$ cat src/rtl/uart_tx_if.sv
// Byte-write and serial-status bundle between the CPU peripheral logic and uart_tx.
interface uart_tx_if #(
  parameter int FIFO_DEPTH = 4
);
  localparam int CW = $clog2(FIFO_DEPTH) + 1;

  logic          wr_en;
  logic [7:0]    wr_data;
  logic          full;
  logic [CW-1:0] fifo_count;
  logic          busy;
  logic          tx_done;
  logic          uart_out;

  modport master (
    output wr_en, wr_data,
    input  full, fifo_count, busy, tx_done, uart_out
  );

  modport slave (
    input  wr_en, wr_data,
    output full, fifo_count, busy, tx_done, uart_out
  );
endinterface

$ cat src/rtl/uart_tx.sv
// 8N1 UART transmitter fed by a small FIFO; the baud rate is set by CLKS_PER_BIT.
module uart_tx #(
  parameter int CLKS_PER_BIT = 434,
  parameter int FIFO_DEPTH   = 4
) (
  input  logic     clk,
  input  logic     rst,
  uart_tx_if.slave bus
);
  localparam int AW = $clog2(FIFO_DEPTH);
  localparam int CW = AW + 1;
  localparam int BW = $clog2(CLKS_PER_BIT);

  typedef enum logic [1:0] {IDLE, START, DATA, STOP} state_e;

  state_e        state_q, state_d;
  logic [BW-1:0] baud_q, baud_d;
  logic [2:0]    bit_q, bit_d;
  logic [7:0]    shift_q, shift_d;
  logic          uart_q, uart_d;
  logic [7:0]    mem_q [FIFO_DEPTH];
  logic [AW-1:0] wr_ptr_q, rd_ptr_q;
  logic [CW-1:0] count_q, count_d;
  logic          push, pop, baud_last, fifo_empty;
  logic [2:0]    bit_nxt;

  assign fifo_empty = (count_q == '0);
  assign push       = bus.wr_en && (count_q != CW'(FIFO_DEPTH));
  assign baud_last  = (baud_q == BW'(CLKS_PER_BIT - 1));
  assign bit_nxt    = bit_q + 3'd1;

  always_comb begin
    state_d = state_q;
    baud_d  = baud_q + BW'(1);
    bit_d   = bit_q;
    shift_d = shift_q;
    uart_d  = uart_q;
    pop     = 1'b0;
    case (state_q)
      IDLE: begin
        baud_d = '0;
        uart_d = 1'b1;
        if (!fifo_empty) begin
          pop     = 1'b1;
          shift_d = mem_q[rd_ptr_q];
          state_d = START;
          uart_d  = 1'b0;
        end
      end
      START: begin
        if (baud_last) begin
          baud_d  = '0;
          bit_d   = 3'd0;
          state_d = DATA;
          uart_d  = shift_q[0];
        end
      end
      DATA: begin
        if (baud_last) begin
          baud_d = '0;
          if (bit_q == 3'd7) begin
            state_d = STOP;
            uart_d  = 1'b1;
          end else begin
            bit_d  = bit_nxt;
            uart_d = shift_q[bit_nxt];
          end
        end
      end
      STOP: begin
        if (baud_last) begin
          baud_d = '0;
          // A queued byte chains straight into its start bit with no idle gap.
          if (!fifo_empty) begin
            pop     = 1'b1;
            shift_d = mem_q[rd_ptr_q];
            state_d = START;
            uart_d  = 1'b0;
          end else begin
            state_d = IDLE;
            uart_d  = 1'b1;
          end
        end
      end
      default: begin
        state_d = IDLE;
        baud_d  = '0;
        uart_d  = 1'b1;
      end
    endcase
  end

  always_comb begin
    count_d = count_q;
    case ({push, pop})
      2'b10:   count_d = count_q + CW'(1);
      2'b01:   count_d = count_q - CW'(1);
      default: count_d = count_q;
    endcase
  end

  always_ff @(posedge clk or posedge rst) begin
    if (rst) begin
      state_q  <= IDLE;
      baud_q   <= '0;
      bit_q    <= '0;
      shift_q  <= '0;
      uart_q   <= 1'b1;
      wr_ptr_q <= '0;
      rd_ptr_q <= '0;
      count_q  <= '0;
    end else begin
      state_q  <= state_d;
      baud_q   <= baud_d;
      bit_q    <= bit_d;
      shift_q  <= shift_d;
      uart_q   <= uart_d;
      count_q  <= count_d;
      if (push) wr_ptr_q <= wr_ptr_q + AW'(1);
      if (pop)  rd_ptr_q <= rd_ptr_q + AW'(1);
    end
  end

  // Storage needs no reset: the count and pointers define which entries are valid.
  always_ff @(posedge clk) begin
    if (push) mem_q[wr_ptr_q] <= bus.wr_data;
  end

  assign bus.full       = (count_q == CW'(FIFO_DEPTH));
  assign bus.fifo_count = count_q;
  assign bus.busy       = (state_q != IDLE);
  assign bus.tx_done    = (state_q == STOP) && baud_last;
  assign bus.uart_out   = uart_q;
endmodule

$ cat src/flat_wrapper.sv
// flat-port wrapper written by rule: the top's interface ports become plain ports
module uart_tx_flat 
#(
  parameter int CLKS_PER_BIT = 434,
  parameter int FIFO_DEPTH   = 4
)
  (clk, rst, bus_wr_en, bus_wr_data, bus_full, bus_fifo_count, bus_busy, bus_tx_done, bus_uart_out);
  uart_tx_if #(.FIFO_DEPTH(FIFO_DEPTH)) bus_i ();
  input  logic clk;
  input  logic rst;
  input wire logic [$bits(bus_i.wr_en)-1:0] bus_wr_en;
  input wire logic [$bits(bus_i.wr_data)-1:0] bus_wr_data;
  output wire logic [$bits(bus_i.full)-1:0] bus_full;
  output wire logic [$bits(bus_i.fifo_count)-1:0] bus_fifo_count;
  output wire logic [$bits(bus_i.busy)-1:0] bus_busy;
  output wire logic [$bits(bus_i.tx_done)-1:0] bus_tx_done;
  output wire logic [$bits(bus_i.uart_out)-1:0] bus_uart_out;
  assign bus_i.wr_en = bus_wr_en;
  assign bus_i.wr_data = bus_wr_data;
  assign bus_full = bus_i.full;
  assign bus_fifo_count = bus_i.fifo_count;
  assign bus_busy = bus_i.busy;
  assign bus_tx_done = bus_i.tx_done;
  assign bus_uart_out = bus_i.uart_out;
  uart_tx #(.CLKS_PER_BIT(CLKS_PER_BIT), .FIFO_DEPTH(FIFO_DEPTH)) u_core (.clk(clk), .rst(rst), .bus(bus_i));
endmodule
$ cat config.mk
export PLATFORM = sky130hd
export DESIGN_NAME = uart_tx_flat
export DESIGN_NICKNAME = d
export VERILOG_FILES = /design/src/rtl/uart_tx_if.sv /design/src/rtl/uart_tx.sv /design/src/flat_wrapper.sv
export SDC_FILE = /design/constraint.sdc
export NUM_CORES = 1
export LEC_CHECK = 0
export BUFFER_PORTS_ARGS = -buffer_cell sky130_fd_sc_hd__buf_2
export CORE_AREA = 10 10 103 105
export DETAILED_ROUTE_END_ITERATION = 8
export DIE_AREA = 0 0 113 115
export SYNTH_ARGS = -nofsm -noshare
export SYNTH_HDL_FRONTEND = slang
export SYNTH_SLANG_ARGS = --single-unit
$ cat constraint.sdc
create_clock -name clk -period 4.95 [get_ports clk]
set_input_delay 0.99 -clock clk [delete_from_list [all_inputs] [get_ports clk]]
set_output_delay 0.99 -clock clk [all_outputs]
set_load 0.02 [all_outputs]
Word-level counts from Yosys, hierarchy flattened
Memory sizes are Yosys's and may differ from the RTL's. Cells that the tools add are included.

Divide/modulo/power cells: 0. Multiplexer cells: 30. Eq/ne operators: 15. Reduce and logical (&&, ||, !) cells: 13. Shifts and indexed selects: 0. Order comparisons: 1. Multipliers: 0. $add $sub $neg: 6. Bitwise gates (word level): 0.

Operator list (count): $pmux W9 S2 (1); $mux W8 (2); $pmux W8 S2 (1); $pmux W3 S2 (2); $mux W1 (11); $mux W2 (5); $add A9 B1 Y9 const B (1); $eq A9 B9 Y1 const B (1); $mux W3 (3); $mux W9 (1); $ne A2 B1 Y1 const B (4); $pmux W2 S4 (1); $reduce_bool A2 Y1 (4); $add A3 B1 Y3 const B (2); $eq A2 B2 Y1 const B (3); $eq A3 B3 Y1 const B (2); $reduce_and A5 Y1 (1); $add A2 B1 Y2 const B (2); $eq A2 B1 Y1 const B (2); $lt A3 B4 Y1 const B (1); $ne A2 B2 Y1 const B (2); $pmux W1 S4 (1); $reduce_and A4 Y1 (1); $bmux W1 S3 (1); 9 further kinds (10).

Latch bits: 0. Bits in writable memories: 32. Memories kept: 1. Register bits: 30. Logic and storage cells: 74. ROM bits: 0.

Memories: u_core.mem_q (words 4, bits a word 8, rd ports 1, clocked after memory_dff 0, write ports 1, line uart_tx.sv:21) `logic [7:0] mem_q [FIFO_DEPTH];`.

Depth between registers and ports, before layout
Gate-level depths: netlist of the first run.

Depth in word-level cells: 6. Gate-level depth with buffers: 11. Gate-level depth less buffers: 11.

Worst setup path after synthesis of the first run
No wires, ideal clock.

Path kind: register to register. From: register u_core.baud_q[1]. To: register u_core.count_q[2] (netlist: u_core.bus.fifo_count[2]). Cell stages (with the launch flop): 12. Data required time: 4.870 ns. Path buffers: 0. Library setup time: 0.080 ns. Path slack: 2.690 ns. Arrival: 2.180 ns. Cell sequence: dfrtp_1 -> inv_1 -> ha_1 -> and4b_2 -> a31oi_1 -> nor3_1 -> ha_1 -> inv_1 -> fa_1 -> xor2_1 -> nor2_1 -> xor2_1.

Cells in the longest elaborated chain, start to end: 5. Elaborated cells on any way between the ends: 7. Classes of those cells: 3 x eq/ne; 3 x mux; 1 x reduce/logical.

RTL lines: start, declared (line uart_tx.sv:17) `logic [BW-1:0] baud_q, baud_d;`; start signal, assigned (line uart_tx.sv:114) `baud_q <= baud_d;`; $eq A9 B9 Y1 * (line uart_tx.sv:29) `assign baud_last = (baud_q == BW'(CLKS_PER_BIT - 1));`; $mux W1 * (line uart_tx.sv:71) `if (baud_last) begin`; $pmux W1 S2 * (line uart_tx.sv:39) `case (state_q)`; via u_core.pop (line uart_tx.sv:24) `logic push, pop, baud_last, fifo_empty;`; $eq A2 B1 Y1 or $eq A2 B2 Y1 (tied branches) (line uart_tx.sv:95) `case ({push, pop})`; $pmux W3 S2 or $reduce_bool A2 Y1 (tied branches); end signal, assigned (line uart_tx.sv:118) `count_q <= count_d;`; end, declared (line uart_tx.sv:23) `logic [CW-1:0] count_q, count_d;`.

Mark *: on every way through the listed nets, which the timed path passes. The rest lies on a longest branch. A chain may end at the register's enable or synchronous reset.

Worst setup path in the final report of the first run
From: register u_core.baud_q[0]. To: output bus_tx_done.

Cells in the longest elaborated chain, start to end: 2.

RTL lines: $eq A9 B9 Y1 (line uart_tx.sv:29); $logic_and A1 B1 Y1 (line uart_tx.sv:132) `assign bus.tx_done = (state_q == STOP) && baud_last;`; end, declared (line flat_wrapper.sv:16) `output wire logic [$bits(bus_i.tx_done)-1:0] bus_tx_done;`.

No other way between the ends.

==> results.toml, run 1 <==
[route]
topRoutingLayerUsed = "met4"
detailroute.wirelength.met2_um = 2302
route.detailed.vias_per_inst = 4.652
drt.antenna.violating_nets = 0
wire_length_on_met1_um = 2172
detail_route.wl_per_cell_um = 14.34
via_count = 1526
dr.first_iter.drc_count = 58
totalWireLength_um = 4705
firstDrtPassIters = 4
drc = 0
wl_met3_um = 108

[placed_design]
placement.setup.worst_slack_ps = 2480
globalplace.congestion = 0.7749
buffer_ports.inserted = 17
detailed_place_hpwl_um = 3321

[critical_path]
r2r-end = "u_core.bus.fifo_count[2]"
critPathRequiredTime_ps = 3960
category_of_the_most_critical_setup_path = "reg2out"
critPathArrivalTime_ps = 1600
worst-r2r-setup-slack_ps = 2480
worstSetupEndpointType = "primary output"
cp-start-kind = "flop"
rr_startpoint = "u_core.baud_q[1]"
worst_r2r_path_depth = 11
crit_fanout = 6

[synth]
ys.warnings.count = 0
ys_top_cells_by_count = "sky130_fd_sc_hd__edfxtp_1 (32), sky130_fd_sc_hd__dfrtp_1 (29), sky130_fd_sc_hd__nor2_1 (16), sky130_fd_sc_hd__ha_1 (14), sky130_fd_sc_hd__inv_1 (13)"
synth.cell_area_um2 = 2848
dominantRegCellSynth = "sky130_fd_sc_hd__edfxtp_1"
async_flop_share_pct = 48.39
synth_enable_flop_cells = 32
synth.largest_area_cell = "sky130_fd_sc_hd__edfxtp_1"
synth_top_cell_area_share_pct = 33.74
synthDistinctLibCells = 41
syn_inst = 189
net_count_after_synthesis = 215
synth_register_bits = 62
synth_area_leaders = "sky130_fd_sc_hd__edfxtp_1 (34%), sky130_fd_sc_hd__dfrtp_1 (25%), sky130_fd_sc_hd__mux4_2 (7.1%)"
yosys.cell_count.top_type = "sky130_fd_sc_hd__edfxtp_1"
per_instance_average_area_after_synthesis_um2 = 15.07
synth.yosys.seq_area_share_pct = 60.15

[power]
worst_ir_drop_vdd_v = 0.0003103
pwr_density_cell_nw_per_um2 = 601.3
p_leak_nw = 1.336

[timing]
slew_headroom_pct = 59.22
min_period_ps = 2594
worst_hold_slack_ps = 511.9
final_critical_path_setup_slack_ps = 2356
final_hold_violation_count = 0
final.setup_skew_ps = 8.043
fin_tns_setup_ps = 0
final.period_utilization_pct = 52.41
timing_worst_slew_pin_value_ps = 607.1
setup-violations-final = 0
grt_setup_unrepaired = "false"
max_freq_ghz = 0.3854
final_max_slew_viol_count = 0

[min_path]
terminating_pin_of_the_worst_hold_path = "u_core.baud_q[0]"
hold_path.class = "reg2reg"
min-delay-start = "u_core.baud_q[0]"
min_path_cells = 1

[clocking]
cts.hold.buffers_added = 0
clk_latency_ps = 330
cts_max_path_buffers = 2
clk_pin_slew_worst_paths_ps = 70
htreeDepth = 3
postCtsResizedCells = 0
ctsRootBufferMaster = "sky130_fd_sc_hd__clkbuf_8"
tritoncts = "built"
postCtsSetupBuffers = 0
clock_sink_count = 62
tritoncts.num_buffers = 9

[grt]
grt-ovfl-total = 0
grt_start_max_net_pins = 31
grt_use_total_pct = 7.853
first_pass_grt_wire_length_um = 8073
first_global_vias = 1662
antenna_violations_before_repair = 0

[cells_and_area]
syn2layout_area_growth_pct = 14.28
finish.utilization_pct = 38.06
final_layout_size_suffix_gt1_share_pct = 27.73
nets = 241
antennaDiodeCount = 0

[outcome]
outcome = "complete, no violations"

[floorplan]
io_pins = 18
core_region_area_um2 = 8551
initial_standard_cell_utilization_of_the_core_pct = 33.30
die_y_um = 115
die_width_um = 113
number_of_rows_created_at_floorplan = 34
die_area_um2 = 13000

[run]
max_cap_viol_count = 0
-- cell families after synthesis --
logic type | count (synthesis) | share of synthesized area [%]
simple gates | 43 | 8.261
mux | 23 | 13.66
xor+xnor | 13 | 3.998
flops | 62 | 60.15
buf+inv | 16 | 2.416
fa+ha+maj | 15 | 6.854
compound gates | 17 | 4.657
-- power breakdown --
group	internal, mW	leakage [nW]	total (mW)	switching (mW)
clock	0.236	0.0931	0.439	0.203
sequential	0.704	0.664	0.824	0.120
combinational	0.368	0.579	0.694	0.326
total	1.31	1.34	1.96	0.650
-- cell usage in the layout, fill, tap and decap left out, types with 4 or more instances in the layout --
cell type / count
sky130_fd_sc_hd__nor3_1: 4
sky130_fd_sc_hd__mux2_2: 5
sky130_fd_sc_hd__and2_1: 4
sky130_fd_sc_hd__clkbuf_8: 9
sky130_fd_sc_hd__xnor2_1: 8
sky130_fd_sc_hd__inv_1: 13
sky130_fd_sc_hd__mux2_4: 8
sky130_fd_sc_hd__mux4_2: 9
sky130_fd_sc_hd__a22o_1: 6
sky130_fd_sc_hd__dfrtp_1: 29
sky130_fd_sc_hd__buf_2: 17
sky130_fd_sc_hd__ha_1: 14
sky130_fd_sc_hd__edfxtp_1: 32
sky130_fd_sc_hd__nor2_1: 16
sky130_fd_sc_hd__xor2_1: 5
-- registers in the layout, indices dropped and copies added, names as in the netlist --
name and cells:
u_core.mem_q 32, u_core.baud_q 9, u_core.shift_q 8, u_core.bit_q 3, u_core.bus.fifo_count 3, u_core.rd_ptr_q 2, u_core.state_q 2, u_core.wr_ptr_q 2
u_core.bus.uart_out 1
-- critical path: stages (launching register included) --
cell and delay (ps):
sky130_fd_sc_hd__dfrtp_1 420, sky130_fd_sc_hd__ha_1 200, sky130_fd_sc_hd__and4b_2 280, sky130_fd_sc_hd__and3_2 210, sky130_fd_sc_hd__buf_2 160
-- how the worst max path moves through the flow --
stage / startpoint / slack (ps) / cells after the start / to
after detailed placement: u_core.baud_q[1] / 2480 / 11 / u_core.bus.fifo_count[2]
after global routing: u_core.baud_q[0] / 2280 / 4 / bus_tx_done
after global placement: u_core.baud_q[1] / 2540 / 11 / u_core.bus.fifo_count[2]
after floorplan: bus_wr_en / 2690 / 8 / u_core.bus.fifo_count[2]
final: u_core.baud_q[0] / 2360 / 4 / bus_tx_done
after CTS: u_core.baud_q[0] / 2330 / 4 / bus_tx_done
-- layout make-up --
cell class	instances	area (um^2)
Timing Repair Buffer	18	92.59
Tap cell	108	135.1
Fill cell	802	5296
Clock inverter	6	71.32
Inverter	13	48.80
Clock buffer	10	127.6
Sequential cell	62	1713
Multi-Input combinational cell	111	1066
-- through the flow --
step / cell area, um^2 / instances / total power [mW]
3_5_place_dp: 3055 / 312 / 1.543
4_1_cts: 3254 / 328 / 1.990
2_1_floorplan: 2848 / 189 / 1.393
6_report: 3254 / 328 / 1.957
3_3_place_gp: 3055 / 312 / 1.531
5_1_grt: 3254 / 328 / 2.099
-- routing by layer --
metal | GRT usage (%) | up-vias
met4 | 4.569 | 0
met3 | 2.292 | 8
met1 | 9.114 | 755
met5 | 0 | -
li1 | - | 743
met2 | 12.71 | 20
Power figures use the tool's default switching activity.
==> inputs of run 2 (changes only) <==
--- a/config.mk
+++ b/config.mk
@@ -5,10 +5,11 @@
 export SDC_FILE = /design/constraint.sdc
 export NUM_CORES = 1
 export LEC_CHECK = 0
+export ABC_AREA = 1
 export BUFFER_PORTS_ARGS = -buffer_cell sky130_fd_sc_hd__buf_2
-export CORE_AREA = 10 10 103 105
+export CORE_AREA = 10 10 104 106
 export DETAILED_ROUTE_END_ITERATION = 8
-export DIE_AREA = 0 0 113 115
+export DIE_AREA = 0 0 114 116
 export SYNTH_ARGS = -nofsm -noshare
 export SYNTH_HDL_FRONTEND = slang
 export SYNTH_SLANG_ARGS = --single-unit
==> constraint.sdc (replaced) <==
create_clock -name clk -period 2.35 [get_ports clk]
set_input_delay 0.47 -clock clk [delete_from_list [all_inputs] [get_ports clk]]
set_output_delay 0.47 -clock clk [all_outputs]
set_load 0.02 [all_outputs]
==> results.toml, run 2 <==
[synth]
synth.cell_area_um2 = 2903
synth_xor_xnor_area_share_pct = 2.414
synth.area.mux_share_pct = 0
dominant_combinational_cell_family_by_area_after_synthesis = "simple AND/OR/NAND/NOR gates"
synth_register_bits = 62
synthDistinctLibCells = 31
ys.warnings.count = 0
async_flop_share_pct = 48.39
synth_area_leaders = "sky130_fd_sc_hd__edfxtp_1 (33%), sky130_fd_sc_hd__dfrtp_1 (25%), sky130_fd_sc_hd__ha_1 (6.0%)"
synth_fa_ha_area_share_pct = 6.724
dominantRegCellSynth = "sky130_fd_sc_hd__edfxtp_1"
yosys.cell_count.top_type = "sky130_fd_sc_hd__nand2_1"
ys_top_cells_by_count = "sky130_fd_sc_hd__nand2_1 (43), sky130_fd_sc_hd__nor2_1 (42), sky130_fd_sc_hd__edfxtp_1 (32), sky130_fd_sc_hd__o21ai_0 (32), sky130_fd_sc_hd__dfrtp_1 (29)"
yosys.area_share.simple_pct = 19.05
per_instance_average_area_after_synthesis_um2 = 10.19
synth.yosys.seq_area_share_pct = 59.01
synth-compound-area-share_pct = 7.629
net_count_after_synthesis = 311
synth.largest_area_cell = "sky130_fd_sc_hd__edfxtp_1"
synth_enable_flop_cells = 32
syn_inst = 285
synth_top_cell_area_share_pct = 33.10

[route]
firstDrtPassIters = 4
totalWireLength_um = 5219
via_count = 1947
dr.first_iter.drc_count = 65
route.detailed.vias_per_inst = 4.517
drt.antenna.violating_nets = 0
detail_route.wl_per_cell_um = 12.11
drc = 0

[timing]
final_max_slew_viol_count = 0
grt_setup_unrepaired = "false"
final_hold_violation_count = 0
max_freq_ghz = 0.4609
final_critical_path_setup_slack_ps = 180.4
final.period_utilization_pct = 92.32
fin_tns_setup_ps = 0
slew_headroom_pct = 61.15
final.setup_skew_ps = 9.965
timing_worst_slew_pin_value_ps = 582.7
min_period_ps = 2170
setup-violations-final = 0

[placed_design]
globalplace.congestion = 0.7508
placement.setup.worst_slack_ps = 82.42
detailed_place_hpwl_um = 3616
buffer_ports.inserted = 17

[power]
worst_ir_drop_vdd_v = 0.0005036
pwr_density_cell_nw_per_um2 = 843.3
p_leak_nw = 1.475

[grt]
first_pass_grt_wire_length_um = 9225
grt-ovfl-total = 0
first_global_vias = 1971
grt_use_total_pct = 8.663
antenna_violations_before_repair = 0
grt_start_max_net_pins = 31

[min_path]
hold_path.class = "in2async"

[critical_path]
worstSetupEndpointType = "flop"
category_of_the_most_critical_setup_path = "reg2reg"
critPathArrivalTime_ps = 2400
critPathRequiredTime_ps = 2580
crit_fanout = 4
cp-start-kind = "flop"

[cells_and_area]
syn2layout_area_growth_pct = 17.16
final_layout_size_suffix_gt1_share_pct = 19.20
reg.largest.list = "u_core.mem_q: 32 flops, u_core.baud_q: 9 flops, u_core.shift_q: 8 flops"
largest_register_ffs = 32
antennaDiodeCount = 0
mostFrequentLayoutCell = "sky130_fd_sc_hd__nand2_1"
largest_register = "u_core.mem_q"
nets = 344
layout.cells.most_common_list = "sky130_fd_sc_hd__nand2_1 (43), sky130_fd_sc_hd__nor2_1 (42), sky130_fd_sc_hd__edfxtp_1 (32)"

[clocking]
ctsRootBufferMaster = "sky130_fd_sc_hd__clkbuf_8"
clk_pin_slew_worst_paths_ps = 80
tritoncts = "built"
clk_latency_ps = 350
clock_sink_count = 62
cts.hold.buffers_added = 0
tritoncts.num_buffers = 9
cts_max_path_buffers = 2
htreeDepth = 3

[floorplan]
die_area_um2 = 13220
initial_standard_cell_utilization_of_the_core_pct = 33.45
number_of_rows_created_at_floorplan = 34
die_y_um = 116
core_region_area_um2 = 8678
io_pins = 18
die_width_um = 114

[outcome]
outcome = "complete, no violations"

[run]
max_cap_viol_count = 0
run 2: cell families after synthesis:
| family | Yosys count |
|---|---|
| simple gates | 122 |
| flops | 62 |
| compound gates | 43 |
| buf+inv | 35 |
| fa+ha+maj | 15 |
| xor+xnor | 8 |
run 2: path summary, 6_finish.rpt:
path / startpoint / endpoint / slack (ps) / depth (start not counted)
worst min register to register: u_core.bus.uart_out / u_core.bus.uart_out / 470 / 2
max in group asynchronous: rst / u_core.bus.uart_out / 1840 / 3
worst min-delay path: rst / u_core.baud_q[1] / 190 / 3
worst max register to register: u_core.baud_q[1] / u_core.bus.fifo_count[2] / 180 / 14
min in group clk: bus_wr_data[1] / u_core.mem_q[1][1] / 330 / 1
worst max-delay path: u_core.baud_q[1] / u_core.bus.fifo_count[2] / 180 / 14
run 2: per-layer routing:
metal	vias up	global-route usage, %	routed length (um)	part of all wire [%]
met4	0	4.929	119	2.3
met2	30	12.83	2318	44
met1	896	11.30	2659	51
met3	9	2.171	121	2.3
met5	-	0	0	0
li1	1012	-	-	-
run 2: what timing repair did:
action / 4_1_cts / 5_1_grt
buffers inserted: 0 / 3
setup endpoints to repair: 0 / 1
gates resized for setup: 0 / 3
run 2: through the flow:
stage          area, um^2  hold slack [ps]  util [%]  power (mW)  cells
4_1_cts              3376            191.1     38.90       2.908    428
3_5_place_dp         3147            454.8     36.26       1.834    412
3_3_place_gp         3147            454.1     36.26       1.814    412
6_report             3401            185.5     39.19       2.868    431
5_1_grt              3401            215.8     39.19       3.030    431
2_1_floorplan        2908            441.7         -       1.659    285
run 2: layout make-up:
class	instances	area (um^2)
multi-input cells	188	1047
clock buffers	9	123.9
fillers	859	5278
clock inverters	7	105.1
inverters	29	108.9
flip-flops and latches	62	1713
repair buffers	28	167.7
well taps	108	135.1
run 2: critical path: stages (launching register included):
cell and delay (ps):
sky130_fd_sc_hd__dfrtp_1 400, sky130_fd_sc_hd__inv_1 60, sky130_fd_sc_hd__ha_1 130, sky130_fd_sc_hd__nand2_1 80, sky130_fd_sc_hd__nor3_4 120, sky130_fd_sc_hd__nand2_2 80
sky130_fd_sc_hd__o21ai_2 130, sky130_fd_sc_hd__nand2_2 90, sky130_fd_sc_hd__inv_1 60, sky130_fd_sc_hd__ha_1 130, sky130_fd_sc_hd__inv_1 70, sky130_fd_sc_hd__fa_2 340
sky130_fd_sc_hd__a21oi_1 140, sky130_fd_sc_hd__o21ai_1 90, sky130_fd_sc_hd__xor2_1 140
run 2: power breakdown:
group	switching, mW	leakage, nW	internal (mW)
Clock	0.455	0.112	0.611
Sequential	0.0581	0.658	1.31
Combinational	0.285	0.705	0.151
Total	0.798	1.47	2.07
==> inputs of run 3 (changes only) <==
--- a/config.mk
+++ b/config.mk
@@ -7,9 +7,12 @@
 export LEC_CHECK = 0
 export ABC_AREA = 1
 export BUFFER_PORTS_ARGS = -buffer_cell sky130_fd_sc_hd__buf_2
-export CORE_AREA = 10 10 104 106
+export CELL_PAD_IN_SITES_DETAIL_PLACEMENT = 0
+export CELL_PAD_IN_SITES_GLOBAL_PLACEMENT = 1
+export CORE_AREA = 2 2 88 107
 export DETAILED_ROUTE_END_ITERATION = 8
-export DIE_AREA = 0 0 114 116
+export DIE_AREA = 0 0 90 109
+export PLACE_DENSITY_LB_ADDON = 0.1
 export SYNTH_ARGS = -nofsm -noshare
 export SYNTH_HDL_FRONTEND = slang
 export SYNTH_SLANG_ARGS = --single-unit
==> results.toml, run 3 (synthesized netlist as in run 2, its figures left out) <==
[critical_path]
rr_startpoint = "u_core.baud_q[1]"
cp-start-kind = "flop"
worst_r2r_path_depth = 14
category_of_the_most_critical_setup_path = "reg2reg"
critPathRequiredTime_ps = 2580
worstSetupEndpointType = "flop"
critPathArrivalTime_ps = 2450
worst-r2r-setup-slack_ps = 130
crit_fanout = 4
r2r-end = "u_core.bus.fifo_count[2]"

[grt]
first_pass_grt_wire_length_um = 9701
grt-ovfl-total = 0
grt_use_total_pct = 13.06
grt_start_max_net_pins = 31
first_global_vias = 2007
antenna_violations_before_repair = 0

[cells_and_area]
syn2layout_area_growth_pct = 16.90
fillCellCount = 921
largest_register = "u_core.mem_q"
layout.cells.most_common_list = "sky130_fd_sc_hd__nand2_1 (42), sky130_fd_sc_hd__nor2_1 (42), sky130_fd_sc_hd__edfxtp_1 (32)"
final-seq-area_um2 = 1713
nets = 342
antennaDiodeCount = 0
final_layout_size_suffix_gt1_share_pct = 19.94
reg.largest.list = "u_core.mem_q: 32 flops, u_core.baud_q: 9 flops, u_core.shift_q: 8 flops"
largest_register_ffs = 32
multi_input_area_um2 = 1056

[timing]
final_hold_violation_count = 0
timing_worst_slew_pin_value_ps = 596.1
min_period_ps = 2217
slew_headroom_pct = 60.26
final_max_slew_viol_count = 0
max_freq_ghz = 0.4511
final.period_utilization_pct = 94.33
final_critical_path_setup_slack_ps = 133.2
grt_setup_unrepaired = "true"
fin_tns_setup_ps = 0
final.setup_skew_ps = 6.372
setup-violations-final = 0

[route]
detail_route.wl_per_cell_um = 12.94
dr.first_iter.drc_count = 65
firstDrtPassIters = 5
route.detailed.vias_per_inst = 4.454
drt.antenna.violating_nets = 0
drc = 0
via_count = 1964
totalWireLength_um = 5707

[floorplan]
die_area_um2 = 9810
number_of_rows_created_at_floorplan = 38
die_width_um = 90
io_pins = 18
initial_standard_cell_utilization_of_the_core_pct = 32.82
core_region_area_um2 = 8843
die_y_um = 109

[clocking]
cts.hold.buffers_added = 0
tritoncts = "built"
tritoncts.num_buffers = 9
clk_latency_ps = 350
cts_max_path_buffers = 2
ctsRootBufferMaster = "sky130_fd_sc_hd__clkbuf_8"
htreeDepth = 3
clock_sink_count = 62
clk_pin_slew_worst_paths_ps = 70

[power]
pwr_density_cell_nw_per_um2 = 833.5
worst_ir_drop_vdd_v = 0.0004171
p_leak_nw = 1.452

[outcome]
outcome = "complete, no violations"

[placed_design]
globalplace.congestion = 0.7370
detailed_place_hpwl_um = 3921
placement.setup.worst_slack_ps = 93.90
buffer_ports.inserted = 17

[run]
max_cap_viol_count = 0

[min_path]
hold_path.class = "in2async"
run 3: cell types whose count changed in the layout (fill, tap and decap cells not counted), sizes merged:
cell	previous run	this run
buf	28	26
clkinv	2	3
clkinvlp	1	2
inv	31	29
run 3: critical path, cell delays in order (launching register included):
cell	delay, ps
sky130_fd_sc_hd__dfrtp_1	410
sky130_fd_sc_hd__inv_1	70
sky130_fd_sc_hd__ha_2	160
sky130_fd_sc_hd__nand2_2	60
sky130_fd_sc_hd__nor3_4	110
sky130_fd_sc_hd__nand2_2	70
sky130_fd_sc_hd__o21ai_2	150
sky130_fd_sc_hd__nand2_2	100
sky130_fd_sc_hd__inv_2	50
sky130_fd_sc_hd__ha_1	140
sky130_fd_sc_hd__inv_2	60
sky130_fd_sc_hd__fa_2	360
sky130_fd_sc_hd__a21oi_2	120
sky130_fd_sc_hd__o21ai_1	80
sky130_fd_sc_hd__xor2_1	140
run 3: how the worst max path moves through the flow:
stage | slack (ps) | startpoint | cells after the start | end
6_report | 130 | u_core.baud_q[1] | 14 | u_core.bus.fifo_count[2]
5_1_grt | -30 | u_core.baud_q[1] | 14 | u_core.bus.fifo_count[2]
4_1_cts | 80 | u_core.baud_q[1] | 14 | u_core.bus.fifo_count[2]
3_5_place_dp | 90 | u_core.baud_q[1] | 14 | u_core.bus.fifo_count[2]
3_3_place_gp | 110 | u_core.baud_q[1] | 14 | u_core.bus.fifo_count[2]
2_1_floorplan | 80 | u_core.state_q[0] | 14 | u_core.bus.fifo_count[2]
run 3: cell type report:
cell class / instances / area share, %
tap: 120 / 4.425
sequential: 62 / 50.48
multi-input combinational: 188 / 31.12
timing repair buffer: 26 / 4.499
clock buffer: 9 / 3.650
inverter: 29 / 3.208
clock inverter: 7 / 2.618
run 3: layer usage:
layer  GRT usage [%]  up-vias  wire (um)
met2           22.45       19       2892
met1           15.28      927       2552
met3           2.281       12        116
met4           8.242        0        146
met5               0        -          0
li1                -     1006          -
run 3: repair_timing:
action | 4_1_cts | 5_1_grt
hold endpoints to repair | 0 | 0
setup endpoints to repair | 0 | 1
gates resized for setup | 0 | 8
setup buffers | 0 | 1
run 3: where the power goes:
group	leakage [nW]	internal, mW	switching (mW)
clock	0.103	0.589	0.435
combinational	0.692	0.154	0.284
sequential	0.658	1.31	0.0569
total	1.45	2.05	0.776
run 3: per-stage QoR:
stage          utilization [%]  total power, mW  area, um^2  instances  hold slack, ps
3_5_place_dp             35.75            1.835        3162        424           456.0
5_1_grt                  38.37            3.009        3393        441           249.4
2_1_floorplan                -            1.659        2908        285           441.7
4_1_cts                  38.16            2.875        3374        440           196.9
6_report                 38.37            2.828        3393        441           179.6
3_3_place_gp             35.75            1.829        3162        424           453.5
